===== src/rtl/stim_gen_pkg.sv =====
// Shared definitions for the stimulus generator: FSM encodings, LFSR constants and the
// directed corner-vector table.
package stim_gen_pkg;

  localparam logic [1:0] ST_IDLE   = 2'd0;
  localparam logic [1:0] ST_CORNER = 2'd1;
  localparam logic [1:0] ST_RANDOM = 2'd2;
  localparam logic [1:0] ST_DONE   = 2'd3;

  localparam logic [31:0] LFSR_TAPS         = 32'h8020_0003;
  localparam logic [31:0] LFSR_SEED_DEFAULT = 32'hACE1_2468;
  localparam int          NUM_CORNER        = 8;

  typedef struct packed {
    logic [31:0] a;
    logic [31:0] b;
  } operand_pair_t;

  function automatic operand_pair_t corner_vec(input logic [2:0] idx);
    operand_pair_t p;
    case (idx)
      3'd0:    p = '{a: 32'h0000_0000, b: 32'h0000_0000};
      3'd1:    p = '{a: 32'h0000_0000, b: 32'hFFFF_FFFF};
      3'd2:    p = '{a: 32'hFFFF_FFFF, b: 32'h0000_0001};
      3'd3:    p = '{a: 32'h7FFF_FFFF, b: 32'h0000_0001};
      3'd4:    p = '{a: 32'h8000_0000, b: 32'h8000_0000};
      3'd5:    p = '{a: 32'hFFFF_FFFF, b: 32'hFFFF_FFFF};
      3'd6:    p = '{a: 32'hAAAA_AAAA, b: 32'h5555_5555};
      default: p = '{a: 32'h0000_0001, b: 32'h0000_0001};
    endcase
    return p;
  endfunction

  // Galois right-shift step; the tap mask is applied when the bit shifted out is set.
  function automatic logic [31:0] lfsr_next(input logic [31:0] s);
    return (s >> 1) ^ (s[0] ? LFSR_TAPS : 32'h0);
  endfunction

endpackage


===== src/rtl/stim_gen_lfsr32.sv =====
// 32-bit Galois LFSR with seed load; an all-zero seed is replaced so the register never locks up.
module lfsr32
  import stim_gen_pkg::*;
#(
  parameter logic [31:0] DEFAULT_SEED = LFSR_SEED_DEFAULT
) (
  input  logic        clk,
  input  logic        reset,
  input  logic        load,
  input  logic [31:0] seed,
  input  logic        step,
  output logic [31:0] state,
  output logic [31:0] next
);

  assign next = lfsr_next(state);

  always_ff @(posedge clk) begin
    if (reset) begin
      state <= DEFAULT_SEED;
    end else if (load) begin
      state <= (seed == 32'h0) ? DEFAULT_SEED : seed;
    end else if (step) begin
      state <= next;
    end
  end

endmodule


===== src/rtl/stim_gen.sv =====
// Operand stimulus source: 8 directed corner vectors followed by LFSR-random vectors for a
// run of N tests, with a level start / sticky done handshake to the host.
module stim_gen
  import stim_gen_pkg::*;
#(
  parameter int          WIDTH        = 32,
  parameter logic [31:0] DEFAULT_SEED = LFSR_SEED_DEFAULT
) (
  input  logic             clk,
  input  logic             reset,
  input  logic             i_start,
  input  logic [31:0]      i_num_tests,
  input  logic [31:0]      i_seed,
  output logic [WIDTH-1:0] o_dut_ia,
  output logic [WIDTH-1:0] o_dut_ib,
  output logic             o_valid,
  output logic             o_busy,
  output logic             o_done,
  output logic [31:0]      o_count
);

  logic [1:0]    state;
  logic [31:0]   num;
  logic [2:0]    idx;
  logic          accept;
  logic          step;
  logic [31:0]   count_inc;
  logic          last;
  operand_pair_t corner;
  logic [31:0]   lfsr_a_nxt;
  logic [31:0]   lfsr_b_nxt;
  logic [31:0]   unused_lfsr_a_state;
  logic [31:0]   unused_lfsr_b_state;

  assign accept    = i_start && ((state == ST_IDLE) || (state == ST_DONE));
  assign step      = (state == ST_RANDOM);
  assign count_inc = o_count + 32'd1;
  assign last      = (count_inc == num);
  assign corner    = corner_vec(idx);

  // B is seeded with the complement so the two operand streams differ for any seed.
  lfsr32 #(.DEFAULT_SEED(DEFAULT_SEED)) u_lfsr_a (
    .clk   (clk),
    .reset (reset),
    .load  (accept),
    .seed  (i_seed),
    .step  (step),
    .state (unused_lfsr_a_state),
    .next  (lfsr_a_nxt)
  );

  lfsr32 #(.DEFAULT_SEED(DEFAULT_SEED)) u_lfsr_b (
    .clk   (clk),
    .reset (reset),
    .load  (accept),
    .seed  (~i_seed),
    .step  (step),
    .state (unused_lfsr_b_state),
    .next  (lfsr_b_nxt)
  );

  always_ff @(posedge clk) begin
    if (reset) begin
      state    <= ST_IDLE;
      num      <= 32'h0;
      idx      <= 3'd0;
      o_dut_ia <= '0;
      o_dut_ib <= '0;
      o_valid  <= 1'b0;
      o_busy   <= 1'b0;
      o_done   <= 1'b0;
      o_count  <= 32'h0;
    end else begin
      case (state)
        ST_IDLE, ST_DONE: begin
          o_dut_ia <= '0;
          o_dut_ib <= '0;
          o_valid  <= 1'b0;
          if (i_start) begin
            num     <= i_num_tests;
            idx     <= 3'd0;
            o_count <= 32'h0;
            o_busy  <= 1'b1;
            o_done  <= 1'b0;
            state   <= (i_num_tests == 32'h0) ? ST_DONE : ST_CORNER;
          end else begin
            o_busy <= 1'b0;
            o_done <= (state == ST_DONE);
          end
        end
        ST_CORNER: begin
          o_dut_ia <= corner.a;
          o_dut_ib <= corner.b;
          o_valid  <= 1'b1;
          o_count  <= count_inc;
          idx      <= idx + 3'd1;
          // A short run may finish before the corner table is exhausted.
          if (last) begin
            state <= ST_DONE;
          end else if (idx == 3'(NUM_CORNER - 1)) begin
            state <= ST_RANDOM;
          end
        end
        ST_RANDOM: begin
          o_dut_ia <= lfsr_a_nxt;
          o_dut_ib <= lfsr_b_nxt;
          o_valid  <= 1'b1;
          o_count  <= count_inc;
          if (last) begin
            state <= ST_DONE;
          end
        end
        default: state <= ST_IDLE;
      endcase
    end
  end

endmodule


===== config.mk =====
export PLATFORM = sky130hd
export DESIGN_NAME = stim_gen
export DESIGN_NICKNAME = d
export VERILOG_FILES = /design/src/rtl/stim_gen_pkg.sv /design/src/rtl/stim_gen_lfsr32.sv /design/src/rtl/stim_gen.sv
export SDC_FILE = /design/constraint.sdc
export NUM_CORES = 1
export LEC_CHECK = 0
export ABC_AREA = 1
export BUFFER_PORTS_ARGS = -buffer_cell sky130_fd_sc_hd__buf_2
export CORE_MARGIN = 2
export CORE_UTILIZATION = 45
export DETAILED_ROUTE_END_ITERATION = 8
export PLACE_DENSITY_LB_ADDON = 0.2
export SETUP_SLACK_MARGIN = 0.4
export SKIP_LAST_GASP = 1
export SYNTH_ARGS = -nofsm -noshare
export SYNTH_HDL_FRONTEND = slang
export SYNTH_HIERARCHICAL = 1
export SYNTH_SLANG_ARGS = --single-unit

===== constraint.sdc =====
create_clock -name clk -period 4 [get_ports clk]
set_input_delay 0.8 -clock clk [delete_from_list [all_inputs] [get_ports clk]]
set_output_delay 0.8 -clock clk [all_outputs]
set_load 0.005 [all_outputs]

# Word level (Yosys, flattened, before mapping)
# Index checks and enable logic that the tools add are counted.
[op_classes] n_addsub=2 eq_ne=14 muxes=24 n_bitwise=3 reduce_logical=14
[ops] op="$pmux 64 s7" n=1
[ops] op="$mux 32" n=9
[ops] op="$pmux 32 s3" n=2
[ops] op="$logic_not 32->1" n=3
[ops] op="$pmux 32 s2" n=1
[ops] op="$xor 31x32->32" n=2
[ops] op="$add 32x1->32 const B" n=1
[ops] op="$eq 32x32->1" n=1
[ops] op="$not 32->32" n=1
[ops] op="$eq 3x3->1 const B" n=4
[ops] op="$mux 2" n=5
[ops] op="$eq 3x2->1 const B" n=2
[ops] op="$pmux 2 s3" n=1
[ops] op="$pmux 3 s2" n=1
[ops] op="$eq 2x2->1 const B" n=2
[ops] op="$reduce_and 2->1" n=2
[ops] op="$reduce_bool 2->1" n=2
[ops] op="$reduce_or 2->1" n=2
[ops] op="$add 3x1->3 const B" n=1
[ops] op="$eq 3x1->1 const B" n=1
[ops] op="$logic_not 3->1" n=1
[ops] op="$mux 3" n=1
[ops] op="$ne 3x3->1 const B" n=1
[ops] op="$reduce_and 3->1" n=1
[ops] op="8 further kinds" n=9
[totals] ff_bits=200 input_bits=67 output_inout_bits=99 word_cells=68

# Depth between registers and ports, before layout
# Gate-level depths: netlist (run 1).
[depth] word_depth=4 depth_mapped=19 depth_no_buf=19

# Hierarchy
# The synthesis (run 1) kept the hierarchy.
[by_module_without_submodules] module="stim_gen" instances=1 cells_each=983 area_each_um2=6593.8 seq_area_each_um2=2722.6
[by_module_without_submodules] module="lfsr32" instances=2 cells_each=279 area_each_um2=1911.8 seq_area_each_um2=640.6

# Least setup slack after synthesis (run 1)
# OpenSTA, ideal clock, no wires.
[synth_timing] kind="input -> register" startpoint="in i_start" endpoint="reg u_lfsr_a.state[14]" setup_time_ps=86 t_arrival_ps=2030 required_ps=3914 slack_ps=1884 stages=7 n_path_buf=3 cell_sequence="nand2_1 -> inv_1 -> clkbuf_1 -> buf_4 -> nor2_8 -> buf_4 -> a221oi_2"
[synth_between] elab_chain_cells=2 word_cells_on_any_way=3 cone_classes="1 x mux; 2 x reduce/logical"
[synth_lines] element="from (decl)" line="stim_gen.sv:11" source="input logic i_start,"
[synth_lines] element="$logic_and 1x1->1 (*)" line="stim_gen.sv:35" source="assign accept = i_start && ((state == ST_IDLE) || (state == ST_DONE));"
[synth_lines] element="via accept" line="stim_gen.sv:25" source="logic accept;"
[synth_lines] element="$mux 32 / $reduce_bool 2->1 (equally long branches)"
[synth_lines] element="to (signal assigned)" line="stim_gen_lfsr32.sv:22" source="state <= (seed == 32'h0) ? DEFAULT_SEED : seed;"
[synth_lines] element="to (signal assigned)" line="stim_gen_lfsr32.sv:24" source="state <= next;"
[synth_lines] element="to (decl)" line="stim_gen_lfsr32.sv:12" source="output logic [31:0] state,"
# The timed path passes the listed nets; every way through them passes the cells marked *.
# A chain may end at the register's enable or synchronous reset.

==> results of run 1 <==
==> worst max-delay path: stages, from the launching register on <==
cell and delay [ns]:
dfxtp_1 0.48, ha_1 0.26, nand3_1 0.17, nor2_1 0.28, nand2_1 0.11, nand2_1 0.13
nor2_1 0.05, nor2_1 0.12, nand3_1 0.10, nor2_1 0.16, nand2_1 0.07, nor2_1 0.14
nand3_1 0.16, nand2_1 0.14, nand2_2 0.08, nand2_1 0.08, nand2_1 0.05, nor2_1 0.11
==> report_power, final <==
part	internal (mW)	switching [mW]	leakage [nW]
registers	2.46	0.341	1.64
clock network	0.892	0.848	0.282
logic	0.912	2.02	3.02
==> area by class of cell <==
| type | instances | area [µm²] | area share |
|---|---|---|---|
| diodes | 1 | 2.502 | 0.0002187 |
| multi-input cells | 1069 | 5076 | 0.4435 |
| inverters | 141 | 529.3 | 0.04624 |
| flip-flops and latches | 200 | 4004 | 0.3498 |
| clock buffers | 18 | 429.2 | 0.03750 |
| clock inverters | 13 | 160.2 | 0.01399 |
| repair buffers | 174 | 893.4 | 0.07806 |
| well taps | 280 | 350.3 | 0.03061 |
==> metal layers <==
metal / up-vias / track usage
met5: - / 0
met4: 0 / 0.07231
met3: 36 / 0.04621
met2: 416 / 0.3824
met1: 4660 / 0.3888
li1: 5049 / -
==> sequential cells by signal, indices dropped and copies added, names as in the netlist <==
signal,count
u_lfsr_b/state,32
state,2
num,32
o_done,1
o_valid,1
u_lfsr_a/state,32
o_dut_ib,32
o_dut_ia,32
o_count,32
o_busy,1
idx,3
==> worst max path at each step <==
stage	start	to	cells after the start
finish	o_count[0]	state[1]	17
global route	o_count[0]	state[1]	19
floorplan	i_start	u_lfsr_a/state[14]	7
CTS	o_count[0]	state[1]	17
global placement	o_count[0]	state[1]	17
detailed placement	o_count[0]	state[1]	17
==> through the flow <==
stage	hold WS [ns]	setup WS, ns	utilization
after floorplan	0.4420	1.884	-
after global placement	0.4464	1.324	0.4973
after detailed placement	0.4614	1.276	0.4973
after CTS	0.4718	1.232	0.5243
after global routing	0.4821	0.9581	0.5244
final	0.4673	1.235	0.5244
==> impl_metrics.py, run 1 <==
metrics = {
    "routing": {
        "wl_met2_um": 13110,
        "first_pass_iters": 8,
        "detail-route-antenna-nets": 0,
        "drt_iter0_markers": 1091,
        "routed-via-count": 10160,
        "met3WireLength_um": 2378,
        "via_per_inst": 5.359,
        "wl_um": 30750,
        "topRoutingLayerUsed": "met4",
        "wire_per_inst_um": 16.22,
        "drc_errors": 0,
        "drt-met1-wl_um": 14680,
    },
    "synthesis": {
        "synthCells": 1483,
        "ys_warn_count": 6,
        "synth_area_per_cell_um2": 6.731,
        "synth_fp_nets": 1560,
        "netlist_area_mm2": 0.009982,
    },
    "cts": {
        "htree_num_levels": 4,
        "cts_root_buffer": "clkbuf_16",
        "post_cts_buffers": 0,
        "clk_latency_ns": 0.44,
        "clk_pin_slew_ns": 0.08,
        "cts_buffer_depth": 2,
        "hold_buffers": 0,
        "ctsResizeCount": 0,
        "cts_buffers": 17,
        "cts_tree": "yes",
        "clkSinkCount": 200,
    },
    "setup_path": {
        "r2r-end": "state[1]",
        "cp_max_fo": 7,
        "crit_path_end_kind": "register",
        "r2r-start": "o_count[0]",
        "worstRegToRegCells": 17,
        "worstPathRequired_ns": 4.37,
        "rrSetupSlack_ns": 1.24,
        "cp.arrival_ns": 3.13,
        "crit_type": "reg -> reg",
        "cp-start-kind": "register",
    },
    "place": {
        "io_buffers": 165,
        "place_inst": 1864,
        "post_dp_cell_area_mm2": 0.01085,
        "place.gp.congestion": 0.9091,
        "dpl.hpwl_um": 21930,
    },
    "sta": {
        "period_minus_slack_ns": 2.765,
        "hold_violations": 0,
        "finalSetupTns_ns": 0,
        "skew_ns": 0.01033,
        "finalCritPeriodShare": 0.6912,
        "worstMarginPinSlew_ns": 1.097,
        "fmax_mhz": 361.7,
        "finalSetupViolCount": 0,
        "finalMaxSlewViolations": 0,
        "max-slew-margin-rel": 0.2682,
        "rsz0062_at_grt": "no",
    },
    "final_layout": {
        "fin_area_mm2": 0.01144,
        "fillers": 2216,
        "syn2layout_area_growth_pct": 14.65,
        "finalNonFillerCells": 1896,
        "fin_nets": 1680,
        "drive_gt1_frac": 0.1529,
        "final_common_cell": "nand2_1",
        "layout_common_cells": "nand2_1, dfxtp_1, nor2_1",
    },
    "floorplan": {
        "num_io_pins": 166,
        "rows": 54,
        "chipWidth_um": 152.9,
        "initial_core_util": 0.4574,
        "dieArea_mm2": 0.02339,
        "fp.coreArea_mm2": 0.02182,
        "die_y_um": 152.9,
    },
    "hold_path": {
        "min_to": "o_dut_ia[3]",
        "holdPathStages": 2,
        "hold_path.class": "reg -> reg",
        "min_from": "u_lfsr_a/state[4]",
    },
    "power_and_ir_drop": {
        "power_density_mw_per_mm2": 653.0,
        "vdd_ir_drop_max_mv": 0.4630,
        "total_power_mw": 7.474,
        "leakage_nw": 4.937,
    },
    "global_route": {
        "gr-usage-all-layers": 0.2596,
        "antenna_found_initial": 1,
        "grt_pass1_wl_um": 49220,
        "overflow": 0,
        "grt_max_degree": 65,
        "grt_pass1_vias": 9096,
    },
    "run_status": {
        "status": "complete, no violations",
    },
    "run": {
        "max_cap_violations": 0,
    },
}
No activity file was read; power rests on OpenSTA's default activity.
==> inputs of run 2 (changes only) <==
- clock period: 4 -> 2.35 ns (I/O delays scaled with it)
==> impl_metrics.py, run 2 (synthesized netlist as in run 1, its figures left out) <==
metrics = {
    "setup_path": {
        "critPathSlowestCell": "dfxtp_4",
        "worstPathRequired_ns": 2.73,
        "cp.arrival_ns": 2.68,
        "cp_max_fo": 8,
        "cp-start-kind": "register",
        "crit_path_end_kind": "register",
        "crit_type": "reg -> reg",
        "cp_cell_sequence": "inv_1, nor2_4, nand2_4, nor2_8, nand3_1, nand3_1, nand2_1, nor2_2, nand2_1, nor2_2, nand3_2, nand2_1, nand2_2, nand2_1, nand2_1, nor2_1",
        "critPathMaxStageDelay_ns": 0.39,
        "path_common_cell": "nand2_1",
    },
    "floorplan": {
        "num_io_pins": 166,
        "initial_core_util": 0.4574,
        "rows": 54,
        "fp.coreArea_mm2": 0.02182,
        "die_y_um": 152.9,
        "chipWidth_um": 152.9,
        "dieArea_mm2": 0.02339,
    },
    "sta": {
        "setup_ws_ns": 0.04572,
        "skew_ns": 0.01311,
        "hold_violations": 0,
        "finalMaxSlewViolations": 0,
        "period_minus_slack_ns": 2.304,
        "worstMarginPinSlew_ns": 0.6095,
        "finalCritPeriodShare": 0.9805,
        "max-slew-margin-rel": 0.5936,
        "fmax_mhz": 434.0,
        "rsz0062_at_grt": "yes",
        "finalSetupViolCount": 0,
    },
    "final_layout": {
        "drive_gt1_frac": 0.2148,
        "final_common_cell": "nand2_1",
        "multiInputGateArea_mm2": 0.005255,
        "diodes": 0,
        "fin_nets": 1740,
        "fillers": 2171,
        "layout_common_cells": "nand2_1, dfxtp_1, nor2_1",
        "syn2layout_area_growth_pct": 21.68,
        "fin_area_mm2": 0.01215,
        "regArea_mm2": 0.004031,
    },
    "global_route": {
        "grt_pass1_vias": 9690,
        "grt_max_degree": 65,
        "antenna_found_initial": 1,
        "gr-usage-all-layers": 0.2707,
        "overflow": 0,
        "grt_pass1_wl_um": 50890,
    },
    "place": {
        "pre_cts_ws_ns": 0.04483,
        "io_buffers": 165,
        "place.gp.congestion": 0.9973,
        "post_dp_cell_area_mm2": 0.01122,
        "dpl.hpwl_um": 23730,
    },
    "cts": {
        "htree_num_levels": 4,
        "clkSinkCount": 200,
        "cts_tree": "yes",
        "clk_pin_slew_ns": 0.08,
        "cts_buffer_depth": 2,
        "clk_latency_ns": 0.44,
        "cts_root_buffer": "clkbuf_16",
        "cts_buffers": 17,
        "hold_buffers": 0,
    },
    "hold_path": {
        "hold_path.class": "in -> reg",
    },
    "routing": {
        "wl_um": 32380,
        "via_per_inst": 5.369,
        "routed-via-count": 10500,
        "wire_per_inst_um": 16.56,
        "first_pass_iters": 5,
        "drc_errors": 0,
        "drt_iter0_markers": 868,
        "detail-route-antenna-nets": 0,
    },
    "run": {
        "max_cap_violations": 0,
    },
    "power_and_ir_drop": {
        "power_density_mw_per_mm2": 1080,
        "total_power_mw": 13.12,
        "vdd_ir_drop_max_mv": 0.7197,
        "leakage_nw": 5.347,
    },
    "run_status": {
        "status": "complete, no violations",
    },
}
run 2: changes by cell type in the layout (fill, tap and decap cells not counted), sizes merged:
cell	change
buf	+59
clkinv	+3
clkinvlp	-2
bufinv	-1
diode	-1
inv	+1
nor2	+1
run 2: worst paths after layout:
path	startpoint	end	slack, ns	cells after the start
worst min register to register	u_lfsr_b/state[14]	o_dut_ib[13]	0.47	2
worst max-delay path	o_count[0]	state[1]	0.05	16
worst max register to register	o_count[0]	state[1]	0.05	16
worst min-delay path	i_num_tests[1]	num[1]	0.27	3
run 2: cell type report:
type                       instances  area share
inverter                         141     0.04460
clock inverter                    14     0.01267
clock buffer                      18     0.03533
timing repair buffer             233      0.1140
sequential                       200      0.3319
tap                              280     0.02884
multi-input combinational       1070      0.4326
run 2: worst max-delay path, delay by kind of cell (launching register included):
family,cells,cell delay (ns)
buffers and inverters,1,0.11
DFF,1,0.39
and+or+nand+nor,15,1.74
run 2: what timing repair did:
| item | 4_1_cts | 5_1_grt |
|---|---|---|
| pin swaps | 16 | 17 |
| cloned | 0 | 2 |
| endpoints found under the setup margin | 35 | 58 |
| resized for setup | 33 | 38 |
| buffers inserted | 8 | 7 |
run 2: metrics by stage:
step / setup TNS [ns] / std cells / hold slack, ns / util
detailed placement: 0 / 1907 / 0.4630 / 0.5143
global placement: 0 / 1907 / 0.4582 / 0.5143
finish: 0 / 1956 / 0.2696 / 0.5566
global route: -0.1993 / 1956 / 0.2823 / 0.5566
CTS: 0 / 1947 / 0.2604 / 0.5483
floorplan: 0 / 1483 / 0.4420 / -
run 2: layer usage:
layer / up-vias / track usage / wire length (µm)
met4: 2 / 0.09127 / 809
met2: 392 / 0.4489 / 15220
li1: 5165 / - / -
met3: 55 / 0.04451 / 2248
met1: 4887 / 0.3597 / 14090
met5: - / 0 / 11
run 2: report_power, final:
group          leakage [nW]  total, mW  switching (mW)  internal (mW)
Clock                 0.287       2.92            1.49           1.43
Combinational          3.42       5.40            3.62           1.78
Sequential             1.64       4.80           0.597           4.20
==> inputs of run 3 (changes only) <==
- CORE_UTILIZATION: 45 -> 30
==> impl_metrics.py, run 3 (synthesized netlist as in run 1, its figures left out) <==
metrics = {
    "sta": {
        "finalSetupViolCount": 0,
        "finalSetupTns_ns": 0,
        "setup_ws_ns": 0.03484,
        "worstMarginPinSlew_ns": 0.5466,
        "fmax_mhz": 431.9,
        "rsz0062_at_grt": "yes",
        "max-slew-margin-rel": 0.6323,
        "hold_violations": 0,
        "period_minus_slack_ns": 2.315,
        "finalMaxSlewViolations": 0,
        "skew_ns": 0.01573,
        "finalCritPeriodShare": 0.9852,
        "hold_slack_ns": 0.2745,
    },
    "routing": {
        "drc_errors": 0,
        "detail-route-antenna-nets": 0,
        "wl_um": 34980,
        "via_per_inst": 4.890,
        "routed-via-count": 10450,
        "drt_iter0_markers": 723,
        "first_pass_iters": 5,
        "wire_per_inst_um": 16.37,
    },
    "global_route": {
        "grt_pass1_vias": 9769,
        "grt_pass1_wl_um": 53880,
        "grt_max_degree": 54,
        "gr-usage-all-layers": 0.1946,
        "antenna_found_initial": 0,
        "overflow": 0,
    },
    "place": {
        "pre_cts_ws_ns": -0.07556,
        "post_dp_cell_area_mm2": 0.01161,
        "io_buffers": 165,
        "place_inst": 2089,
        "dpl.hpwl_um": 25880,
        "place.gp.congestion": 0.9030,
    },
    "final_layout": {
        "final_common_cell": "nand2_1",
        "finalNonFillerCells": 2137,
        "finalCoreUtilization": 0.3853,
        "drive_gt1_frac": 0.2195,
        "diodes": 0,
        "fin_area_mm2": 0.01257,
        "layout_common_cells": "nand2_1, dfxtp_1, nor2_1",
        "syn2layout_area_growth_pct": 25.92,
        "fin_nets": 1759,
    },
    "setup_path": {
        "cp-start-kind": "register",
        "cp_max_fo": 9,
        "worstPathRequired_ns": 2.73,
        "crit_type": "reg -> reg",
        "cp.arrival_ns": 2.70,
        "r2r-start": "o_count[1]",
        "crit_path_end_kind": "register",
        "critPathLaunch": "o_count[1]",
    },
    "cts": {
        "cts_buffer_depth": 2,
        "clk_pin_slew_ns": 0.07,
        "clk_latency_ns": 0.45,
        "clkSinkCount": 200,
        "cts_tree": "yes",
        "htree_num_levels": 4,
        "cts_buffers": 17,
        "cts_root_buffer": "clkbuf_16",
    },
    "floorplan": {
        "rows": 66,
        "dieArea_mm2": 0.03475,
        "initial_core_util": 0.3060,
        "die_y_um": 186.4,
        "fp.coreArea_mm2": 0.03262,
        "num_io_pins": 166,
        "chipWidth_um": 186.4,
    },
    "power_and_ir_drop": {
        "power_density_mw_per_mm2": 1088,
        "total_power_mw": 13.68,
        "vdd_ir_drop_max_mv": 0.5709,
        "leakage_nw": 5.467,
    },
    "hold_path": {
        "hold_path.class": "in -> reg",
        "min_from": "i_num_tests[1]",
    },
    "run_status": {
        "status": "complete, no violations",
    },
    "run": {
        "max_cap_violations": 0,
    },
}
==> run 3: cell count changes in the layout (fill, tap and decap cells not counted), sizes merged <==
cell / previous run / this run
clkinv: 7 / 5
buf: 233 / 251
nor2: 206 / 205
inv: 148 / 150
clkbuf: 18 / 20
==> run 3: worst max-delay path, stage by stage, from the launching register on <==
cell and delay, ns:
dfxtp_4 0.37, buf_4 0.11, nand2_2 0.07, nor2_4 0.25, nand2_4 0.13, nor2_8 0.18, nand3_1 0.14, nand3_1 0.18
nand2_1 0.09, nor2_2 0.10, nand2_1 0.06, nor2_1 0.12, nand3_2 0.11, o21ai_0 0.19, nor2_1 0.07, nor2_1 0.09
==> run 3: path summary, 6_finish.rpt <==
check | cells past startpoint | slack (ns) | endpoint
setup / recovery | 15 | 0.03 | state[0]
hold / removal | 3 | 0.27 | num[1]
setup reg to reg | 15 | 0.03 | state[0]
hold reg to reg | 2 | 0.48 | num[22]
==> run 3: repair_timing <==
item / CTS / global route
resized for setup: 31 / 33
endpoints found under the setup margin: 44 / 56
pin swaps: 14 / 15
gates cloned: 0 / 3
buffers inserted: 4 / 9
hold buffers: 0 / 0
==> run 3: power breakdown <==
group / switching, mW / internal [mW]
sequential: 0.594 / 4.20
combinational: 3.73 / 2.09
clock: 1.58 / 1.48
total: 5.90 / 7.77
==> run 3: metal layers <==
| layer | track usage | share of wire | up-vias |
|---|---|---|---|
| li1 | - | - | 5192 |
| met1 | 0.2812 | 0.50 | 4877 |
| met2 | 0.2982 | 0.43 | 343 |
| met3 | 0.03573 | 0.057 | 38 |
| met4 | 0.04769 | 0.014 | 0 |
| met5 | 0 | 0 | - |
==> run 3: final cells by class <==
| cell class | instances | area [µm²] |
|---|---|---|
| Fill cell | 3518 | 20050 |
| Timing Repair Buffer | 253 | 1612 |
| Inverter | 141 | 541.8 |
| Sequential cell | 200 | 4020 |
| Clock buffer | 18 | 439.2 |
| Clock inverter | 14 | 167.7 |
| Multi-Input combinational cell | 1069 | 5236 |
| Tap cell | 442 | 553.0 |
